File: config.mk
export PLATFORM = sky130hd
export DESIGN_NAME = puf_chal_framer
export DESIGN_NICKNAME = d
export VERILOG_FILES = /design/src/rtl/puf_chal_framer.sv
export SDC_FILE = /design/constraint.sdc
export NUM_CORES = 1
export LEC_CHECK = 0
export ABC_AREA = 1
export CORE_MARGIN = 1
export CORE_UTILIZATION = 25
export CTS_CLUSTER_DIAMETER = 50
export DETAILED_ROUTE_END_ITERATION = 8
export GPL_TIMING_DRIVEN = 0
export PLACE_DENSITY = 0.39
export SETUP_SLACK_MARGIN = 0.02
export SYNTH_ARGS = -nofsm -noshare
export SYNTH_HDL_FRONTEND = slang
export SYNTH_SLANG_ARGS = --single-unit
export TNS_END_PERCENT = 100
File: constraint.sdc
create_clock -name clk -period 5.5 [get_ports clk]
set_input_delay 1.1 -clock clk [delete_from_list [all_inputs] [get_ports clk]]
set_output_delay 1.1 -clock clk [all_outputs]
set_load 0.01 [all_outputs]
File: src/rtl/puf_chal_framer.sv
// puf_chal_framer: host-byte to PUF-challenge framer.
// Frame layout: header, channel, CHAL_W/8 payload bytes (LSB first), and then
// an XOR checksum byte for normal frames only. A debug frame carries no checksum.
// Optional feature macro: PUF_FRAME_TIMEOUT_EN enables the inter-byte timeout.
//
// Handshakes: a byte moves on s_valid && s_ready, and a challenge moves on
// m_valid && m_ready. A producer holds valid and its data stable until the
// matching ready is seen. s_ready is low only while a challenge waits in OUT.
module puf_chal_framer #(
  parameter int         BYTE_W      = 8,
  parameter int         CHAL_W      = 128,
  parameter int         NUM_PUF     = 4,
  parameter logic [7:0] NORM_MOD    = 8'd34,
  parameter logic [7:0] DEBUG_MOD   = 8'd133,
  parameter int         TIMEOUT_CYC = 1024
) (
  input  logic                       clk,
  input  logic                       rst_n,
  input  logic                       s_valid,
  output logic                       s_ready,
  input  logic [BYTE_W-1:0]          s_data,
  output logic                       m_valid,
  input  logic                       m_ready,
  output logic [CHAL_W-1:0]          m_chal,
  output logic [$clog2(NUM_PUF)-1:0] m_ch,
  output logic                       m_debug,
  output logic                       err_pulse,
  output logic [1:0]                 err_code
);

  localparam int NBYTES = CHAL_W / BYTE_W;
  localparam int CNT_W  = $clog2(NBYTES);
  localparam int CH_W   = $clog2(NUM_PUF);
  localparam logic [CNT_W-1:0]  LAST_CNT  = CNT_W'(NBYTES - 1);
  localparam logic [BYTE_W:0]   NUM_PUF_B = (BYTE_W + 1)'(NUM_PUF);

  // Parameter sanity, caught at elaboration.
  if (BYTE_W != 8 || (CHAL_W % 8) != 0 || CHAL_W < 16 || NUM_PUF < 2 || TIMEOUT_CYC < 1)
  begin : g_bad_param
    $error("puf_chal_framer: illegal parameter combination");
  end

  typedef enum logic [2:0] {
    ST_IDLE    = 3'd0,
    ST_CHAN    = 3'd1,
    ST_PAYLOAD = 3'd2,
    ST_CSUM    = 3'd3,
    ST_OUT     = 3'd4
  } state_t;

  state_t              state_q, state_d;
  logic [CNT_W-1:0]    cnt_q, cnt_d;
  logic [BYTE_W-1:0]   xor_q, xor_d;
  logic [CHAL_W-1:0]   chal_buf_q, chal_buf_d;
  logic [CH_W-1:0]     ch_buf_q, ch_buf_d;
  logic                dbg_buf_q, dbg_buf_d;
  logic [CHAL_W-1:0]   m_chal_q, m_chal_d;
  logic [CH_W-1:0]     m_ch_q, m_ch_d;
  logic                m_debug_q, m_debug_d;
  logic                err_pulse_q, err_pulse_d;
  logic [1:0]          err_code_q, err_code_d;
  logic                accept;

`ifdef PUF_FRAME_TIMEOUT_EN
  localparam int TO_W = $clog2(TIMEOUT_CYC + 1);
  localparam logic [TO_W-1:0] TO_LAST = TO_W'(TIMEOUT_CYC - 1);
  logic [TO_W-1:0]     to_cnt_q, to_cnt_d;
`endif

  assign accept = s_valid && s_ready;

  // State register; reset drops any partial frame at once.
  always_ff @(posedge clk or negedge rst_n) begin
    if (!rst_n) state_q <= ST_IDLE;
    else        state_q <= state_d;
  end

  // Datapath registers: frame assembly buffers and registered outputs.
  always_ff @(posedge clk or negedge rst_n) begin
    if (!rst_n) begin
      cnt_q       <= '0;
      xor_q       <= '0;
      chal_buf_q  <= '0;
      ch_buf_q    <= '0;
      dbg_buf_q   <= 1'b0;
      m_chal_q    <= '0;
      m_ch_q      <= '0;
      m_debug_q   <= 1'b0;
      err_pulse_q <= 1'b0;
      err_code_q  <= 2'd0;
`ifdef PUF_FRAME_TIMEOUT_EN
      to_cnt_q    <= '0;
`endif
    end else begin
      cnt_q       <= cnt_d;
      xor_q       <= xor_d;
      chal_buf_q  <= chal_buf_d;
      ch_buf_q    <= ch_buf_d;
      dbg_buf_q   <= dbg_buf_d;
      m_chal_q    <= m_chal_d;
      m_ch_q      <= m_ch_d;
      m_debug_q   <= m_debug_d;
      err_pulse_q <= err_pulse_d;
      err_code_q  <= err_code_d;
`ifdef PUF_FRAME_TIMEOUT_EN
      to_cnt_q    <= to_cnt_d;
`endif
    end
  end

  // Next-state and frame parsing: a byte is consumed only when it is accepted.
  always_comb begin
    state_d     = state_q;
    cnt_d       = cnt_q;
    xor_d       = xor_q;
    chal_buf_d  = chal_buf_q;
    ch_buf_d    = ch_buf_q;
    dbg_buf_d   = dbg_buf_q;
    m_chal_d    = m_chal_q;
    m_ch_d      = m_ch_q;
    m_debug_d   = m_debug_q;
    err_pulse_d = 1'b0;
    err_code_d  = err_code_q;

    case (state_q)
      ST_IDLE: begin
        if (accept) begin
          if (s_data == NORM_MOD || s_data == DEBUG_MOD) begin
            state_d   = ST_CHAN;
            dbg_buf_d = (s_data == DEBUG_MOD);
            xor_d     = s_data;
          end else begin
            err_pulse_d = 1'b1;
            err_code_d  = 2'd1;
          end
        end
      end
      ST_CHAN: begin
        if (accept) begin
          if ({1'b0, s_data} < NUM_PUF_B) begin
            state_d  = ST_PAYLOAD;
            ch_buf_d = s_data[CH_W-1:0];
            xor_d    = xor_q ^ s_data;
            cnt_d    = '0;
          end else begin
            state_d     = ST_IDLE;
            xor_d       = '0;
            cnt_d       = '0;
            err_pulse_d = 1'b1;
            err_code_d  = 2'd2;
          end
        end
      end
      ST_PAYLOAD: begin
        if (accept) begin
          chal_buf_d[BYTE_W*cnt_q +: BYTE_W] = s_data;
          xor_d = xor_q ^ s_data;
          if (cnt_q == LAST_CNT) begin
            cnt_d   = '0;
            state_d = dbg_buf_q ? ST_OUT : ST_CSUM;
          end else begin
            cnt_d = cnt_q + 1'b1;
          end
        end
      end
      ST_CSUM: begin
        if (accept) begin
          xor_d = '0;
          if (s_data == xor_q) begin
            state_d = ST_OUT;
          end else begin
            state_d     = ST_IDLE;
            err_pulse_d = 1'b1;
            err_code_d  = 2'd3;
          end
        end
      end
      ST_OUT: begin
        if (m_ready) begin
          state_d = ST_IDLE;
          xor_d   = '0;
          cnt_d   = '0;
        end
      end
      default: begin
        state_d = ST_IDLE;
        xor_d   = '0;
        cnt_d   = '0;
      end
    endcase

`ifdef PUF_FRAME_TIMEOUT_EN
    // Stall counter runs only mid-frame; any accepted byte restarts it.
    to_cnt_d = '0;
    if ((state_q == ST_CHAN || state_q == ST_PAYLOAD || state_q == ST_CSUM) && !accept) begin
      if (to_cnt_q == TO_LAST) begin
        state_d     = ST_IDLE;
        xor_d       = '0;
        cnt_d       = '0;
        err_pulse_d = 1'b1;
        err_code_d  = 2'd0;
      end else begin
        to_cnt_d = to_cnt_q + 1'b1;
      end
    end
`endif

    // Outputs load only on entry to OUT so they stay stable while m_valid is high.
    if (state_d == ST_OUT && state_q != ST_OUT) begin
      m_chal_d  = chal_buf_d;
      m_ch_d    = ch_buf_d;
      m_debug_d = dbg_buf_d;
    end
  end

  // Output decode from the current state and registered datapath.
  always_comb begin
    s_ready   = (state_q != ST_OUT);
    m_valid   = (state_q == ST_OUT);
    m_chal    = m_chal_q;
    m_ch      = m_ch_q;
    m_debug   = m_debug_q;
    err_pulse = err_pulse_q;
    err_code  = err_code_q;
  end

endmodule

==> reports/results.ini <==
[clock_network]
cts.sink_count = 280
max-clock-path-buffers = 3
cts_tree = yes
path_clk_slew_ns = 0.06
cts-root-buf = clkbuf_16
cts_buffers = 40
post-cts-setup-buffers = 0
clk_latency_ns = 0.57
ctsResizeCount = 0
hold_buffers = 0
htreeDepth = 2

[yosys]
synth-seq-area-share_pct = 57.3
synth.top_cell.area_share_pct = 57.3
synth_top_cell_by_area = dfrtp_1
synth_cell_types = 38
synthesis.nets = 1447
ys_top_cells_by_area = dfrtp_1 (57%), nand2_1 (19%), inv_1 (3.8%)
syn_inst = 1432
netlist_area_sq_mm = 0.0122
synth_edf_count = 0
syn_avg_cell_area_sq_um = 8.54
ys_ff_latch = 280
synthArstFlopShare_pct = 100
synth-main-ff-cell = dfrtp_1
yosysWarnings = 0

[global_routing]
grt_pass1_wl_mm = 62.4
overflow = 0
grt_use_total_pct = 16.6
grt_start_max_net_pins = 111
grt_pass1_vias = 9916
antenna_found_initial = 0

[pwr]
p_per_area_mw_per_mm2 = 557
ir_drop_mv = 0.203
power.leakage_nw = 8.10

[drt]
drt_iter0_markers = 628
wl_per_cell_microns = 17.9
wl_mm = 40.6
routed-via-count = 9832
drc = 0
avgViaCountPerCell = 4.34
drtPass1Iterations = 5
ant_nets = 0

[die]
die_w_microns = 223
io_pins = 148
core_area_sq_mm = 0.0480
start_util_pct = 25.5
rows = 80
dieArea_sq_mm = 0.0498
die_h_microns = 223

[timing]
finalMaxSlewViolations = 0
fin_worst_skew_ns = 0.0343
setup_violations = 0
max_clock_freq_mhz = 316
rsz0062_at_grt = false
worst_slew_pin_slew_ns = 0.755
period_needed_ns = 3.16
fin_setup_tns_ns = 0
finalHoldViolCount = 0
min_period_over_period_pct = 57.5
relSlewSlack_pct = 49.6

[worst_setup_path]
cp_top_family = buffers and inverters
worstPathCellList = clkdlybuf4s50_1, inv_1, nand2_1, nand2_1, nand2_1, nor2_1, nand4_1, nand2_1, nand2_2, inv_2, buf_2, nand2_1, nand2_1
worstSetupEndpointType = flip-flop
worstSetupStartpointType = input port
cp.required_ns = 5.99
cp_slowest_cell = clkdlybuf4s50_1
crit_path_max_incr_delay_ns = 0.62
crit_fanout = 10
reg2reg_slack_ns = 2.46
cp.arrival_ns = 3.65
crit_path_frequent_cell = nand2_1
timing_worst_setup_path_type = in -> reg
crit_buf_inv = 4

[finish]
final_area_sq_mm = 0.0159
num-nets-final = 1633
final_cells = 2265
area_delta_synth_final_pct = 29.7
final.fill_count = 5138
drive_above_1_share_pct = 11.2

[placed_design]
dp.cells = 2191
dp_hpwl_mm = 29.7
postPlaceCellArea_sq_mm = 0.0145
gp_congestion = 0.818
port_buffers = 142

[flow_run]
cap_violations = 0

[run_status]
run_status = finished clean

[hold_path]
hold_class = reg -> reg

[power breakdown]
| group | switching, W | total (W) | leakage [nW] | internal [W] |
|---|---|---|---|---|
| Combinational | 0.00218 | 0.00328 | 3.75 | 0.00110 |
| Sequential | 0.000277 | 0.00291 | 3.68 | 0.00263 |
| Clock | 0.00105 | 0.00265 | 0.670 | 0.00160 |
[kinds of logic (layout without fill, tap and decap cells)]
kind of cell / count (synthesis) / in the layout / share of synthesized area, %
flip-flops: 280 / 280 / 57.3
adder cells (fa/ha/maj): 3 / 3 / 0.307
AO/OA/AOI/OAI: 120 / 120 / 5.42
other: 0 / 1 / 0
AND/OR/NAND/NOR: 827 / 827 / 29.4
XOR/XNOR: 5 / 5 / 0.358
buffers and inverters: 197 / 414 / 7.25
[layout by cell type, fill, tap and decap left out, drive strengths merged]
master and n:
a21oi 17, a22oi 2, a31oi 3, buf 61
bufinv 2, clkbuf 64, clkdlybuf4s50 141, clkinv 6
clkinvlp 3, dfrtp 280, diode 1, ha 3
inv 137, nand2 622, nand3 94, nand3b 1
nand4 45, nor2 50, nor3 11, nor3b 1
nor4 1, o21a 2, o21ai 96, or2 2
xnor2 2, xor2 3
[worst min-delay path, cell delays in order (launching register included)]
cell	delay [ns]
dfrtp_1	0.32
nand2_1	0.05
nand2_1	0.07
[worst paths after layout]
check / start / endpoint / depth (start not counted)
max: s_data[3] / m_chal[64] / 13
min: chal_buf_q[42] / chal_buf_q[42] / 2
max reg2reg: cnt_q[0] / m_chal[73] / 12
min reg2reg: chal_buf_q[42] / chal_buf_q[42] / 2
max in group asynchronous: rst_n / m_chal[117] / 2
min in group asynchronous: rst_n / m_chal[5] / 1
[metal layers]
layer  track usage [%]  vias up  routed length (microns)  share of wire (%)
met5                 0        -                        0                  0
met4              5.23        0                      835                2.1
met2              25.6      175                    18100                 45
met1              24.0     4698                    20400                 50
li1                  -     4904                        -                  -
met3              2.29       55                     1280                3.2
[cells in the mapped netlist (2+ instances only)]
cell type  instances
or2_2              2
nand4_1           45
nand3_2            8
buf_1              4
a22oi_1            2
nor3_1             9
buf_2             31
nand3_4            3
o21ai_0           43
o21ai_2           10
buf_4             19
inv_2              4
nor2_2             3
o21ai_1           43
nand2_1          609
xor2_1             3
clkbuf_1           7
ha_1               3
o21a_1             2
xnor2_1            2
nor2_8             3
a31oi_1            3
nor3_2             2
clkbuf_2           4
nor2_4             5
nand2_4            3
buf_6              4
nand2_2           10
a21oi_1           16
nand3_1           83
dfrtp_1          280
nor2_1            39
inv_1            123
[registers in the layout, indices dropped and copies added (netlist names), 2 cells and up]
signal	cells
chal_buf_q	128
m_chal	128
xor_q	8
cnt_q	4
state_q	3
ch_buf_q	2
err_code	2
m_ch	2
[layout make-up]
| cell class | instances | area [sq um] | area share [%] |
|---|---|---|---|
| clock inverters | 20 | 225 | 1.42 |
| multi-input cells | 955 | 4340 | 27.3 |
| repair buffers | 144 | 1480 | 9.34 |
| well taps | 615 | 769 | 4.85 |
| flip-flops and latches | 280 | 7010 | 44.2 |
| inverters | 128 | 483 | 3.04 |
| plain buffers | 69 | 404 | 2.55 |
| diodes | 1 | 2.50 | 0.0158 |
| clock buffers | 53 | 1150 | 7.27 |
[through the flow]
stage | power, W | utilization (%) | hold slack, ns | setup slack, ns
2_1_floorplan | 0.00488 | - | 0.438 | 3.08
3_3_place_gp | 0.00622 | 30.0 | 0.454 | -9.76
3_5_place_dp | 0.00624 | 30.1 | 0.457 | 1.69
4_1_cts | 0.00895 | 33.0 | 0.474 | 2.30
5_1_grt | 0.00941 | 33.0 | 0.493 | 2.12
6_report | 0.00884 | 33.0 | 0.470 | 2.34
Power figures use the tool's default switching activity.
